$ cat config.mk
export PLATFORM = sky130hd
export DESIGN_NAME = itype_encoder
export DESIGN_NICKNAME = d
export VERILOG_FILES = /design/src/rtl/itype_pkg.sv /design/src/rtl/itype_enc_fifo.sv /design/src/rtl/itype_encoder.sv
export SDC_FILE = /design/constraint.sdc
export NUM_CORES = 1
export LEC_CHECK = 0
export CORE_ASPECT_RATIO = 0.6
export CORE_MARGIN = 10
export CORE_UTILIZATION = 45
export CTS_CLUSTER_DIAMETER = 80
export DETAILED_ROUTE_END_ITERATION = 10
export GPL_TIMING_DRIVEN = 1
export PLACE_DENSITY = 0.7
export SETUP_SLACK_MARGIN = 0.5
export SYNTH_ARGS = -nofsm -noshare
export SYNTH_HDL_FRONTEND = slang
export SYNTH_SLANG_ARGS = --single-unit
$ cat constraint.sdc
create_clock -name clk -period 4.7 [get_ports clk]
set_input_delay 0.94 -clock clk [delete_from_list [all_inputs] [get_ports clk]]
set_output_delay 0.94 -clock clk [all_outputs]
set_load 0.01 [all_outputs]
$ cat src/rtl/itype_pkg.sv
// ============================================================================
// Module      : itype_pkg
// Description : Shared definitions for the RV32 I-type encoder: opcode and
//               funct3 constants, field bit positions, the field-set struct
//               and small helpers for range checking, clamping and packing.
// Revision    : 1.0 - initial release
// ============================================================================
`default_nettype none

package itype_pkg;

  // Opcodes accepted by the encoder
  localparam logic [6:0] OPC_OP_IMM = 7'b0010011;
  localparam logic [6:0] OPC_LOAD   = 7'b0000011;
  localparam logic [6:0] OPC_JALR   = 7'b1100111;

  // funct3 values of the I-type family
  localparam logic [2:0] F3_ADDI  = 3'b000;
  localparam logic [2:0] F3_SLTI  = 3'b010;
  localparam logic [2:0] F3_SLTIU = 3'b011;
  localparam logic [2:0] F3_XORI  = 3'b100;
  localparam logic [2:0] F3_ORI   = 3'b110;
  localparam logic [2:0] F3_ANDI  = 3'b111;
  localparam logic [2:0] F3_LB    = 3'b000;
  localparam logic [2:0] F3_LH    = 3'b001;
  localparam logic [2:0] F3_LW    = 3'b010;
  localparam logic [2:0] F3_LBU   = 3'b100;
  localparam logic [2:0] F3_LHU   = 3'b101;
  localparam logic [2:0] F3_JALR  = 3'b000;

  // Field bit positions inside the 32-bit instruction word
  localparam int IMM_MSB = 31;
  localparam int IMM_LSB = 20;
  localparam int RS1_LSB = 15;
  localparam int F3_LSB  = 12;
  localparam int RD_LSB  = 7;

  // Already-truncated field set, ready for packing
  typedef struct packed {
    logic [11:0] imm;
    logic [4:0]  rs1;
    logic [2:0]  funct3;
    logic [4:0]  rd;
    logic [6:0]  opcode;
  } itype_fields_t;

  // True when the opcode belongs to the supported I-type family
  function automatic logic opcode_is_legal(input logic [6:0] opc);
    return (opc == OPC_OP_IMM) || (opc == OPC_LOAD) || (opc == OPC_JALR);
  endfunction

  // A 32-bit two's complement value fits 12 bits signed when the upper
  // 21 bits are a pure sign extension of bit 11.
  function automatic logic imm_fits12(input logic [31:0] imm);
    return (imm[31:11] == 21'h000000) || (imm[31:11] == 21'h1FFFFF);
  endfunction

  // Clamp to [-2048, 2047]; in-range values pass through unchanged
  function automatic logic [11:0] imm_sat12(input logic [31:0] imm);
    logic [11:0] r;
    if (imm_fits12(imm)) begin
      r = imm[11:0];
    end else if (imm[31]) begin
      r = 12'h800;
    end else begin
      r = 12'h7FF;
    end
    return r;
  endfunction

  // Pure bit placement of the fields into an I-type word
  function automatic logic [31:0] pack_itype(input itype_fields_t f);
    logic [31:0] w;
    w                     = '0;
    w[IMM_MSB:IMM_LSB]    = f.imm;
    w[RS1_LSB +: 5]       = f.rs1;
    w[F3_LSB +: 3]        = f.funct3;
    w[RD_LSB +: 5]        = f.rd;
    w[RD_LSB-1:0]         = f.opcode;
    return w;
  endfunction

endpackage

`default_nettype wire

$ cat src/rtl/itype_enc_fifo.sv
// ============================================================================
// Module      : itype_enc_fifo
// Description : Generic DEPTH x WIDTH synchronous FIFO with push/pop and an
//               occupancy count. DEPTH must be a power of two (>= 2) so the
//               pointers wrap naturally. The head output reads as zero while
//               the FIFO is empty.
// Revision    : 1.0 - initial release
// ============================================================================
`default_nettype none

module itype_enc_fifo #(
  parameter int DEPTH = 4,
  parameter int CNT_W = $clog2(DEPTH + 1),
  parameter int WIDTH = 32
) (
  input  logic             clk,
  input  logic             rst,
  input  logic             push,
  input  logic [WIDTH-1:0] din,
  input  logic             pop,
  output logic [WIDTH-1:0] dout,
  output logic [CNT_W-1:0] count,
  output logic             full,
  output logic             empty
);

  localparam int PTR_W = $clog2(DEPTH);

  logic [WIDTH-1:0] r_mem [DEPTH];
  logic [PTR_W-1:0] r_wptr;
  logic [PTR_W-1:0] r_rptr;
  logic [CNT_W-1:0] r_count;
  logic             w_do_push;
  logic             w_do_pop;

  assign full      = (r_count == CNT_W'(DEPTH));
  assign empty     = (r_count == '0);
  assign w_do_push = push && !full;
  assign w_do_pop  = pop && !empty;
  assign count     = r_count;
  assign dout      = empty ? '0 : r_mem[r_rptr];

  // Storage array; contents need no reset because the head is masked when empty
  always_ff @(posedge clk) begin
    if (w_do_push) begin
      r_mem[r_wptr] <= din;
    end
  end

  // Pointer and occupancy tracking; reset discards everything at once
  always_ff @(posedge clk or posedge rst) begin
    if (rst) begin
      r_wptr  <= '0;
      r_rptr  <= '0;
      r_count <= '0;
    end else begin
      if (w_do_push) begin
        r_wptr <= r_wptr + PTR_W'(1);
      end
      if (w_do_pop) begin
        r_rptr <= r_rptr + PTR_W'(1);
      end
      case ({w_do_push, w_do_pop})
        2'b10:   r_count <= r_count + CNT_W'(1);
        2'b01:   r_count <= r_count - CNT_W'(1);
        default: r_count <= r_count;
      endcase
    end
  end

endmodule

`default_nettype wire

$ cat src/rtl/itype_encoder.sv
// ============================================================================
// Module      : itype_encoder
// Description : Packs RV32 I-type fields (ADDI / load / JALR family) into
//               32-bit instruction words, validates opcode and immediate
//               range, and buffers legal words in a small FIFO with
//               valid/ready on both sides. Rejected field sets are consumed
//               and reported with one-cycle error pulses.
//               Optional build macro ITYPE_ENC_IMM_SAT_EN: out-of-range
//               immediates are clamped to 2047 / -2048 and still enqueued
//               (err_range still pulses).
// Revision    : 1.0 - initial release
// ============================================================================
`default_nettype none

module itype_encoder
  import itype_pkg::*;
#(
  parameter int DEPTH = 4,
  parameter int CNT_W = $clog2(DEPTH + 1)
) (
  input  logic             clk,
  input  logic             rst,
  input  logic             in_valid,
  output logic             in_ready,
  input  logic [6:0]       in_opcode,
  input  logic [4:0]       in_rd,
  input  logic [2:0]       in_funct3,
  input  logic [4:0]       in_rs1,
  input  logic [31:0]      in_imm,
  output logic             out_valid,
  input  logic             out_ready,
  output logic [31:0]      out_instr,
  output logic             err_range,
  output logic             err_opcode,
  output logic [CNT_W-1:0] count
);

  logic             w_accept;
  logic             w_opc_ok;
  logic             w_imm_ok;
  logic             w_enq_ok;
  logic             w_push;
  logic             w_pop;
  logic             w_full;
  logic             w_empty;
  itype_fields_t    w_fields;
  logic [31:0]      w_word;
  logic             r_err_range;
  logic             r_err_opcode;

  // in_ready depends only on registered occupancy, never on out_ready
  assign in_ready  = !w_full;
  assign out_valid = !w_empty;
  assign w_accept  = in_valid && in_ready;
  assign w_opc_ok  = opcode_is_legal(in_opcode);
  assign w_imm_ok  = imm_fits12(in_imm);
  assign w_push    = w_accept && w_enq_ok;
  assign w_pop     = out_valid && out_ready;
  assign w_word    = pack_itype(w_fields);

  // Field selection and enqueue qualification; the immediate policy is build-selectable
  always_comb begin
    w_fields        = '0;
    w_fields.opcode = in_opcode;
    w_fields.rd     = in_rd;
    w_fields.funct3 = in_funct3;
    w_fields.rs1    = in_rs1;
`ifdef ITYPE_ENC_IMM_SAT_EN
    w_fields.imm    = imm_sat12(in_imm);
    w_enq_ok        = w_opc_ok;
`else
    w_fields.imm    = in_imm[11:0];
    w_enq_ok        = w_opc_ok && w_imm_ok;
`endif
  end

  // Error pulses appear in the cycle after the offending field set is accepted
  always_ff @(posedge clk or posedge rst) begin
    if (rst) begin
      r_err_range  <= 1'b0;
      r_err_opcode <= 1'b0;
    end else begin
      r_err_range  <= w_accept && !w_imm_ok;
      r_err_opcode <= w_accept && !w_opc_ok;
    end
  end

  assign err_range  = r_err_range;
  assign err_opcode = r_err_opcode;

  itype_enc_fifo #(
    .DEPTH (DEPTH),
    .CNT_W (CNT_W),
    .WIDTH (32)
  ) u_fifo (
    .clk   (clk),
    .rst   (rst),
    .push  (w_push),
    .din   (w_word),
    .pop   (w_pop),
    .dout  (out_instr),
    .count (count),
    .full  (w_full),
    .empty (w_empty)
  );

endmodule

`default_nettype wire
==> summary.md <==
| Metric | Value |
|---|---|
| Outcome | complete, no violations |
| Synth Area in Adders | 1.52% |
| Dpl hpwl | 7360 um |
| Area delta synth->final | 30.3% |
| Vias post-DR | 2,821 |
| H-tree levels | 4 |
| CTS tree | yes |
| RSZ-0062 raised after global routing | no |
| Flops & latches, synth | 137 |
| Worst R2R Start | u_fifo.count[0] |
| Worst r2r dst | u_fifo.count[2] |
| Initial antenna violation count | 0 |
| DRC | 0 |
| R2R cell count | 8 |
| Starting density of the core | 47.0% |
| FFs w/ async S/R, synth | 6.57% |
| Syn nets | 328 |
| Fmax | 274 MHz |
| Longest Clk Path Bufs | 2 |
| Sequential share of the synthesized area | 74.9% |
| Die Area | 17,000 um2 |
| Max Cap Violations | 0 |
| VDD IR-drop max | 0.273 mV |
| Clock transition at path regs | 50 ps |
| Crit-path max FO | 18 |
| Tcrit/Tclk final | 77.7% |
| DR pass1 iterations | 6 |
| Worst-path cell chain | buf_4, mux4_2, and2_1, clkdlybuf4s50_1 |
| Vias in the first global route | 3,169 |
| Inst Count DP | 516 |
| Port Buffer Count | 94 |
| RD Place Congestion | 0.703 |
| Static Leakage | 2.34 nW |
| Crit Path Class | flip-flop to output port |
| Die W | 162 um |
| Layout Skew | 2.98 ps |
| Largest family of logic cells by synthesized area | multiplexers |
| Crit. End Element | output port |
| Synth Area in XOR/XNOR | 0.967% |
| I/O pin cnt | 95 |
| Total track usage | 13.7% |
| Non-Filler Instances | 547 |
| Clk_lat worst skew | 410 ps |
| Worst hold path type | flip-flop to flip-flop |
| Min Clock Period, post-route | 3650 ps |
| Total wire length | 11,200 um |
| First-pass GRT wire length | 17,700 um |
| Yosys cell types | 27 |
| Number of synthesized flops with an enable pin | 128 |
| Final setup fails | 0 |
| Final Hold Viols | 0 |
| Post-CTS setup buffers | 0 |
| Routed len/inst | 20.5 um |
| Count of cells resized by post-cts repair | 0 |
| CTS Sinks | 137 |
| Final ANT Viol Nets | 0 |
| Synth Area per Inst | 20.4 um2 |
| Fin nets | 437 |
| Slew HR | 32.5% |
| Slew @ Worst Pin | 1010 ps |
| Worst setup startpoint | u_fifo.r_rptr[0] |
| Post-synthesis cell count | 266 |
| Mux cell area share after synthesis | 13.7% |
| TritonCTS Buffers | 17 |
| Synth Flop Type | edfxtp_1 |
| End point of the critical path | out_instr[8] |
| Compound-Gate Fraction of Synth Area | 0.437% |
| Worst R2R Setup Slack | 2000 ps |
| # rows | 30 |
| PwrDens | 530 nW/um2 |
| Hold_buf cts | 0 |
| Worst Path Required | 3760 ps |
| CTS root buf | clkbuf_16 |
| Remaining Overflow, GRT | 0 |
| Yosys warnings | 0 |
| Setup crit start kind | flip-flop |
| Pin count of the biggest net entering global routing | 35 |
| Chip height | 105 um |
| Post-synthesis simple-gate area fraction | 7.16% |
| TNS Setup | 0 ps |
| Slowest cell on the critical path | dfrtp_2 |
| Via density | 5.16 |
| Layout cell share with drive strength beyond 1 | 19.2% |
| Arr. time, crit path | 2710 ps |
| Post-Syn Area | 5430 um2 |
| CP peak stage delay | 730 ps |
| Core box area | 11,600 um2 |
| Starting DRT DRC Count | 134 |
| Worst hold slack | 524 ps |
| Slew Viols, Final | 0 |
## final cells by class
type	instances	area, um2
antenna	1	2.50
sequential	137	4070
clock inverter	12	62.6
clock buffer	18	429
tap	160	200
timing repair buffer	101	993
fill	859	4480
inverter	7	26.3
multi-input combinational	111	1290
## registers in the layout (all words and copies together), names as in the netlist
| signal | cells |
|---|---|
| u_fifo.r_mem | 128 |
| u_fifo.count | 3 |
| u_fifo.r_rptr | 2 |
| u_fifo.r_wptr | 2 |
| err_opcode | 1 |
| err_range | 1 |
## per-stage QoR
stage | setup slack [ps] | util, % | power, mW | instance area (um2)
after detailed placement | 859 | 57.0 | 2.70 | 6590
after global routing | 858 | 61.2 | 3.94 | 7080
after floorplan | 1620 | - | 2.09 | 5430
final | 1050 | 61.2 | 3.75 | 7080
after global placement | 920 | 57.0 | 2.68 | 6590
after CTS | 947 | 61.2 | 3.81 | 7080
## power breakdown
| group | switching [mW] | internal, mW |
|---|---|---|
| combinational | 0.430 | 0.734 |
| sequential | 0.121 | 1.36 |
| clock | 0.455 | 0.652 |
## cells in the mapped netlist, types with 2 or more instances
library cell | n | share of area (%)
nor4_1 | 4 | 0.46
nand2_1 | 4 | 0.28
clkbuf_1 | 8 | 0.55
nand3_1 | 3 | 0.28
xor2_1 | 3 | 0.48
nor2_1 | 3 | 0.21
ha_1 | 5 | 1.2
inv_1 | 7 | 0.48
mux4_2 | 32 | 13
xnor2_1 | 3 | 0.48
edfxtp_1 | 128 | 71
nand4_1 | 5 | 0.58
buf_2 | 3 | 0.28
dfrtp_1 | 9 | 4.1
or3_1 | 2 | 0.23
and2_1 | 33 | 3.8
and2_2 | 4 | 0.55
## layer usage
layer	wire (um)	global-route usage, %
met4	95	4.85
met2	4890	20.1
met1	5160	17.1
met3	1050	7.17
met5	0	0
## cells in the final DEF (no fill, tap or decap), drive strengths merged
master,Yosys,layout
mux2i,1,1
xnor2,3,3
a211oi,1,1
or3,2,2
diode,0,1
nand3,3,3
and2,37,37
dfrtp,9,9
a21oi,1,1
nand4,5,5
clkbuf,8,18
and4,1,1
mux4,32,32
mux2,1,1
fa,1,1
xor2,3,3
clkinv,0,9
nor4,4,4
ha,5,5
nor2,3,3
nand4b,1,1
or4,2,2
edfxtp,128,128
clkinvlp,0,3
buf,3,7
nand2,4,4
nor3,1,1
clkdlybuf4s50,0,94
inv,7,7
## how the worst min path moves through the flow
stage | startpoint | end | slack [ps] | cells after the start
floorplan | u_fifo.count[2] | u_fifo.count[2] | 530 | 1
global placement | u_fifo.count[2] | u_fifo.count[2] | 510 | 1
detailed placement | u_fifo.count[2] | u_fifo.count[2] | 520 | 1
CTS | u_fifo.count[2] | u_fifo.count[2] | 530 | 1
global route | u_fifo.count[0] | u_fifo.count[0] | 560 | 1
finish | u_fifo.count[2] | u_fifo.count[2] | 520 | 1
## worst max-delay path, delay by kind of cell, from the launching register on
family	cells	cell delay (ps)
mux	1	540
simple gates	1	180
flops	1	730
buf+inv	2	840
## logic make-up (layout without fill, tap and decap cells)
kind of cell	after synthesis	after routing
flip-flops	137	137
AND/OR/NAND/NOR	63	63
multiplexers	34	34
buffers and inverters	18	138
adder cells (fa/ha/maj)	6	6
XOR/XNOR	6	6
AO/OA/AOI/OAI	2	2
other	0	1
Note: power is estimated with default switching activity, not from simulation.
